===== src/rtl/minmax_tracker.sv =====
// minmax_tracker: per-frame running maximum, minimum, first-max index and beat
// count over a valid/ready byte stream. The result is held until it is consumed.
module minmax_tracker #(
  parameter int CNT_W = 9
) (
  input  logic             clk,
  input  logic             rst,
  input  logic             in_valid,
  input  logic [7:0]       in_data,
  input  logic             in_last,
  output logic             in_ready,
  output logic             out_valid,
  input  logic             out_ready,
  output logic [7:0]       out_max,
  output logic [7:0]       out_min,
  output logic [CNT_W-1:0] out_max_idx,
  output logic [CNT_W-1:0] out_count
);

  typedef enum logic [1:0] {
    IDLE  = 2'd0,
    ACCUM = 2'd1,
    HOLD  = 2'd2
  } state_t;

  // The counter tops out here; the max index is bounded by the counter, so it
  // saturates at the same value without extra logic.
  localparam logic [CNT_W-1:0] CNT_SAT = '1;
  localparam logic [CNT_W-1:0] CNT_ONE = CNT_W'(1);

  state_t           state;
  state_t           state_next;
  logic             accept;

  logic [7:0]       max_q;
  logic [7:0]       min_q;
  logic [CNT_W-1:0] idx_q;
  logic [CNT_W-1:0] count_q;

  logic [7:0]       max_next;
  logic [7:0]       min_next;
  logic [CNT_W-1:0] idx_next;
  logic [CNT_W-1:0] count_next;

  // Ready whenever a frame can be opened or extended; reset forces it low.
  always_comb begin
    in_ready = (state != HOLD) && !rst;
  end

  // A beat transfers only when both sides agree.
  always_comb begin
    accept = in_valid && in_ready;
  end

  // State register.
  always_ff @(posedge clk or posedge rst) begin
    if (rst) begin
      state <= IDLE;
    end else begin
      state <= state_next;
    end
  end

  // Next-state logic: open on a first beat, close on the last beat, release on out_ready.
  always_comb begin
    state_next = state;
    case (state)
      IDLE: begin
        if (accept) begin
          state_next = in_last ? HOLD : ACCUM;
        end
      end
      ACCUM: begin
        if (accept && in_last) begin
          state_next = HOLD;
        end
      end
      HOLD: begin
        if (out_ready) begin
          state_next = IDLE;
        end
      end
      default: begin
        state_next = IDLE;
      end
    endcase
  end

  // Datapath update: seed on a frame's first beat, strict compare on later beats.
  always_comb begin
    max_next   = max_q;
    min_next   = min_q;
    idx_next   = idx_q;
    count_next = count_q;
    if (accept) begin
      if (state == IDLE) begin
        max_next   = in_data;
        min_next   = in_data;
        idx_next   = '0;
        count_next = CNT_ONE;
      end else if (state == ACCUM) begin
        if (in_data > max_q) begin
          max_next = in_data;
          idx_next = count_q;
        end
        if (in_data < min_q) begin
          min_next = in_data;
        end
        if (count_q != CNT_SAT) begin
          count_next = count_q + CNT_ONE;
        end
      end
    end
  end

  // Result registers; they only move on accepted beats, so they stay frozen in HOLD and IDLE.
  always_ff @(posedge clk or posedge rst) begin
    if (rst) begin
      max_q   <= '0;
      min_q   <= '0;
      idx_q   <= '0;
      count_q <= '0;
    end else begin
      max_q   <= max_next;
      min_q   <= min_next;
      idx_q   <= idx_next;
      count_q <= count_next;
    end
  end

  // The result is presented exactly while the frame is parked in HOLD.
  always_comb begin
    out_valid   = (state == HOLD);
    out_max     = max_q;
    out_min     = min_q;
    out_max_idx = idx_q;
    out_count   = count_q;
  end

endmodule


===== config.mk =====
export PLATFORM = sky130hd
export DESIGN_NAME = minmax_tracker
export DESIGN_NICKNAME = d
export VERILOG_FILES = /design/src/rtl/minmax_tracker.sv
export SDC_FILE = /design/constraint.sdc
export NUM_CORES = 1
export LEC_CHECK = 0
export CORE_MARGIN = 10
export CORE_UTILIZATION = 30
export CTS_BUF_LIST = sky130_fd_sc_hd__clkbuf_2 sky130_fd_sc_hd__clkbuf_4 sky130_fd_sc_hd__clkbuf_8
export DETAILED_ROUTE_END_ITERATION = 12
export PLACE_DENSITY = 0.5
export SLEW_MARGIN = 20
export SYNTH_ARGS = -nofsm -noshare
export SYNTH_HDL_FRONTEND = slang
export SYNTH_SLANG_ARGS = --single-unit

===== constraint.sdc =====
create_clock -name clk -period 2.5 [get_ports clk]
set_clock_uncertainty 0.2 [all_clocks]
set_input_delay 0.375 -clock clk [delete_from_list [all_inputs] [get_ports clk]]
set_output_delay 0.375 -clock clk [all_outputs]
set_load 0.05 [all_outputs]

Yosys cells after proc, flatten, opt, wreduce, memory -nomap -nowiden
Cells that the tools add are included.
{"block": "word_totals", "reg_bits": 36, "output_inout_bits": 36, "input_bits": 13}
{"block": "classes", "reduce_logical": 13, "eq_ne": 7, "magnitude_cmp": 2, "n_addsub": 1, "muxes": 17}
{"cell": "9-bit two-way mux", "n": 6}
{"cell": "8-bit two-way mux", "n": 6}
{"cell": "3-bit AND reduction", "n": 4}
{"cell": "9-bit by 1-bit adder with 9-bit output (second input constant)", "n": 1}
{"cell": "9-bit inequality test (second input constant)", "n": 1}
{"cell": "8-bit greater-than comparator", "n": 1}
{"cell": "8-bit < comparator", "n": 1}
{"cell": "2-bit two-way mux", "n": 4}
{"cell": "2-bit nonzero test", "n": 4}
{"cell": "2-bit inequality test (second input constant)", "n": 3}
{"cell": "2-bit case mux with 3 select lines", "n": 1}
{"cell": "1-bit logical AND", "n": 3}
{"cell": "2-bit by 1-bit equality test with 1-bit output (second input constant)", "n": 1}
{"cell": "2-bit equality test (second input constant)", "n": 1}
{"cell": "2-bit logical NOT", "n": 1}
{"cell": "2-bit by 1-bit inequality test with 1-bit output (second input constant)", "n": 1}
{"cell": "1-bit logical NOT", "n": 1}

Logic depth before layout (Yosys ltp)
{"block": "depth", "depth_word": 6, "mapped_depth": 9, "depth_no_buf": 8}

Worst setup path after synthesis
No wires, ideal clock.
{"block": "synth_timing", "path_type": "register to register", "start": "register count_q[0] (netlist: out_count[0])", "end": "register count_q[0] (netlist: out_count[0])", "path_slack_ns": 0.001, "stages_incl_launch_ff": 8, "period_less_slack_ns": 2.499, "required_time_ns": 2.175, "setup_time_ns": 0.125, "arrival_ns": 2.174, "n_path_buf": 1, "path_cell_list": "dfrtp_1 ha_1 and3_1 and3_1 ha_1 a21oi_1 clkbuf_1 mux2_2"}
{"block": "synth_between", "elab_chain_len": 4, "word_cells_on_any_way": 7}
{"item": "start: declaration", "line": "38", "source": "logic [CNT_W-1:0] count_q;"}
{"item": "start signal: assignment", "line": "127", "source": "count_q <= count_next;"}
{"item": "9-bit by 1-bit adder with 9-bit output", "line": "110", "source": "count_next = count_q + CNT_ONE;"}
{"item": "9-bit two-way mux", "line": "109", "source": "if (count_q != CNT_SAT) begin"}
{"item": "9-bit two-way mux", "line": "101", "source": "end else if (state == ACCUM) begin"}
{"item": "9-bit two-way mux", "line": "96", "source": "if (state == IDLE) begin"}
Several ways; a longest one is shown, not always the timed one. The select of a mux whose other input is x is not followed.
A chain may end at the register's enable or synchronous reset.

Final worst setup path
{"block": "layout_timing", "start": "input in_data[0]", "end": "register max_q[1] (netlist: out_max[1])"}
{"block": "layout_between", "elab_chain_len": 3}
{"item": "start: declaration", "line": "9", "source": "input logic [7:0] in_data,"}
{"item": "8-bit greater-than comparator", "line": "102", "source": "if (in_data > max_q) begin"}
{"item": "2-bit nonzero test (no line)"}
{"item": "3-bit AND reduction (no line)"}
{"item": "end signal: assignment", "line": "124", "source": "max_q <= max_next;"}
{"item": "end: declaration", "line": "35", "source": "logic [7:0] max_q;"}
Every way passes these cells.

==> metrics.yaml <==
clocking:
  numCtsBuffers: 5
  cts-htree-levels: 2
  ctsLongestPathBuffers: 2
  clock_latency_ns: 0.28
  ctsHoldBuffers: 0
  cts_tree: "yes"
  cts_sinks: 36
  root_buffer: "clkbuf_8"
  clk_pin_slew_ns: 0.07
cells_and_area:
  drive_above_1_share_pct: 22.4
  final_util_pct: 45.2
  n_antenna_cell: 0
  fin_area_mm2: 0.00287
  fin_nets: 284
  area_growth_syn_to_layout_pct: 46.2
grt:
  grt-ovfl-total: 0
  grt_pass1_wl_um: 7860
  grt_usage_pct: 9.56
  grt_antenna_before_repair: 0
  grt_pass1_vias: 1630
  grt_max_degree: 25
yosys:
  yosysUniqueCellTypes: 28
  yosysTopAreaCellShare_pct: 45.9
  synth_common_cells: "dfrtp_1 (36), nand2_1 (22), inv_1 (18)"
  ys_top_cells_by_area: "dfrtp_1 (46%), ha_1 (11%), mux2_4 (6.1%), mux2_2 (5.2%), mux2i_1 (4.6%)"
  syn_area_mm2: 0.00196
  async_flop_share_pct: 100
  synthCells: 182
  synth.largest_area_cell: "dfrtp_1"
  ys_seq_elements: 36
  yosysWarningCount: 0
  synthFlopType: "dfrtp_1"
  synth.avg_cell_area_um2: 10.8
  synth_fp_nets: 212
  yosysMostFrequentCell: "dfrtp_1"
  synth_edf_count: 0
  seq_area_frac_synth_pct: 45.9
detailed_routing:
  routed_via_density: 4.62
  num_vias: 1534
  drcViolationCount: 0
  post_drt_wl_per_cell_um: 14.5
  dr.pass1.iters: 4
  final_antenna_net_count: 0
  drtIter0Drc: 34
  wl_um: 4830
timing:
  timing.final.ws_setup_ns: 0.0850
  fin_crit_sh_pct: 96.6
  hold_viol: 0
  fin_crit_ns: 2.42
  rsz0062_at_grt: "no"
  max_slew_margin_pct: 65.9
  whs_ns: 0.271
  max_clock_freq_ghz: 0.414
  finalSetupViolCount: 0
  worst_pin_slew_ns: 0.510
  slew_viol_final: 0
power_and_ir_drop:
  irDropWorstVdd_uv: 546
  p_total_uw: 3170
  power_density_mw_per_mm2: 1110
  p_leak_uw: 0.00141
setup_path:
  startpoint: "in_data[0]"
  worst-path-stages: 9
  max_stage_delay_ns: 0.47
  crit_path_start_kind: "primary input"
  crit_required_ns: 2.47
  path_buf_inv: 3
  critPathCaptureType: "flop"
  arrival_ns: 2.39
  crit_chain: "clkdlybuf4s50_1, inv_1, ha_1, nand4_1, or3b_4, a21oi_4, nor3_4, buf_12, mux2_4"
  r2r_cells: 8
  r2r_start: "out_max[3]$_DFFE_PP0P_"
  crit_family: "buffers and inverters"
  crit_slowest_cell: "clkdlybuf4s50_1"
  path_class: "in -> reg"
  critical_path_peak_fanout: 8
die:
  core-area_mm2: 0.00635
  die_x_um: 101
  chipHeight_um: 101
  pin_count: 49
  num_rows: 29
  start_util_pct: 30.9
  die_area_mm2: 0.0102
min_path:
  hold_path_class: "in -> reg"
  worstHoldStart: "in_data[6]"
  min_delay_path_depth: 2
placed_design:
  place.gp.congestion: 0.723
  postPlaceCellArea_mm2: 0.00270
  dp_hpwl_um: 3660
  port-buffer-count: 48
  dp_slack_ns: -0.336
status:
  status: "finished, final reports clean"
flow_run:
  cap_violations: 0
==> worst reg2reg max path, delay by kind of cell (launching register included) <==
kind | cells | cell delay, ns
muxes | 1 | 0.29
AOI/OAI and AO/OA | 1 | 0.16
and+or+nand+nor | 3 | 0.61
DFF | 1 | 0.39
buffers and inverters | 2 | 0.23
adders and majority gates | 1 | 0.30
==> stage by stage <==
step                      std cells  TNS [ns]
after global placement          323     -6.96
final                           332         0
after detailed placement        323     -6.31
after CTS                       331         0
after floorplan                 182         0
after global routing            332         0
==> registers in the layout (all words and copies together), names as in the netlist <==
name / flops
out_count: 9
out_max_idx: 9
out_max: 8
out_min: 8
state: 2
==> cell usage in the layout, fill, tap and decap left out, types with 6 or more instances in the layout <==
cell type	n
clkdlybuf4s50_1	44
dfrtp_1	36
nand2_1	22
buf_4	19
inv_1	18
ha_1	15
mux2_2	9
nor2_1	9
mux2i_1	9
mux2_4	8
nor2b_1	6
nand4_1	6
xor2_1	6
clkbuf_8	6
==> kinds of logic (layout without fill, tap and decap cells) <==
| family | Yosys count | count (layout) | share of synthesized area, % |
|---|---|---|---|
| xor gates and xnor gates | 6 | 6 | 2.68 |
| adders and majority gates | 17 | 17 | 10.8 |
| buffers and inverters | 22 | 95 | 4.21 |
| AOI/OAI and AO/OA | 17 | 17 | 5.42 |
| muxes | 26 | 26 | 15.9 |
| and+or+nand+nor | 58 | 58 | 15.1 |
| DFF | 36 | 36 | 45.9 |
==> report_power, final <==
part,switching (uW),leakage [uW],internal [uW],total [uW]
Sequential,159,0.000458,762,920
Combinational,1070,0.000901,737,1810
Clock,201,0.0000523,246,447
Total,1430,0.00141,1740,3170
==> timing repair <==
action                                  CTS  global route
buffers inserted                          0             1
pin swaps                                 0             3
endpoints found under the setup margin    6            17
gates resized for setup                   1            11
==> path summary, 6_finish.rpt <==
check / endpoint / slack (ns)
min: out_max[6]$_DFFE_PP0P_ / 0.27
min in group asynchronous: out_min[6]$_DFFE_PP0P_ / 0.36
max: out_max[1]$_DFFE_PP0P_ / 0.08
min reg2reg: state[0]$_DFFE_PP0P_ / 0.30
max reg2reg: out_max[1]$_DFFE_PP0P_ / 0.22
max in group asynchronous: out_max_idx[6]$_DFFE_PP0P_ / 1.43
==> routing by layer <==
metal | GRT usage [%] | share of wire [%]
met1 | 11.6 | 46
met2 | 14.8 | 45
met3 | 3.43 | 7.2
met4 | 4.18 | 0.91
met5 | 0 | 0
==> final cells by class <==
class                   instances  area (um2)
repair buffers                 69         681
inverters                      18        67.6
clock buffers                   8        97.6
fillers                       590        3480
well taps                      77        96.3
multi-input cells             124        1030
flip-flops and latches         36         901
(Power assumes the default switching activity.)
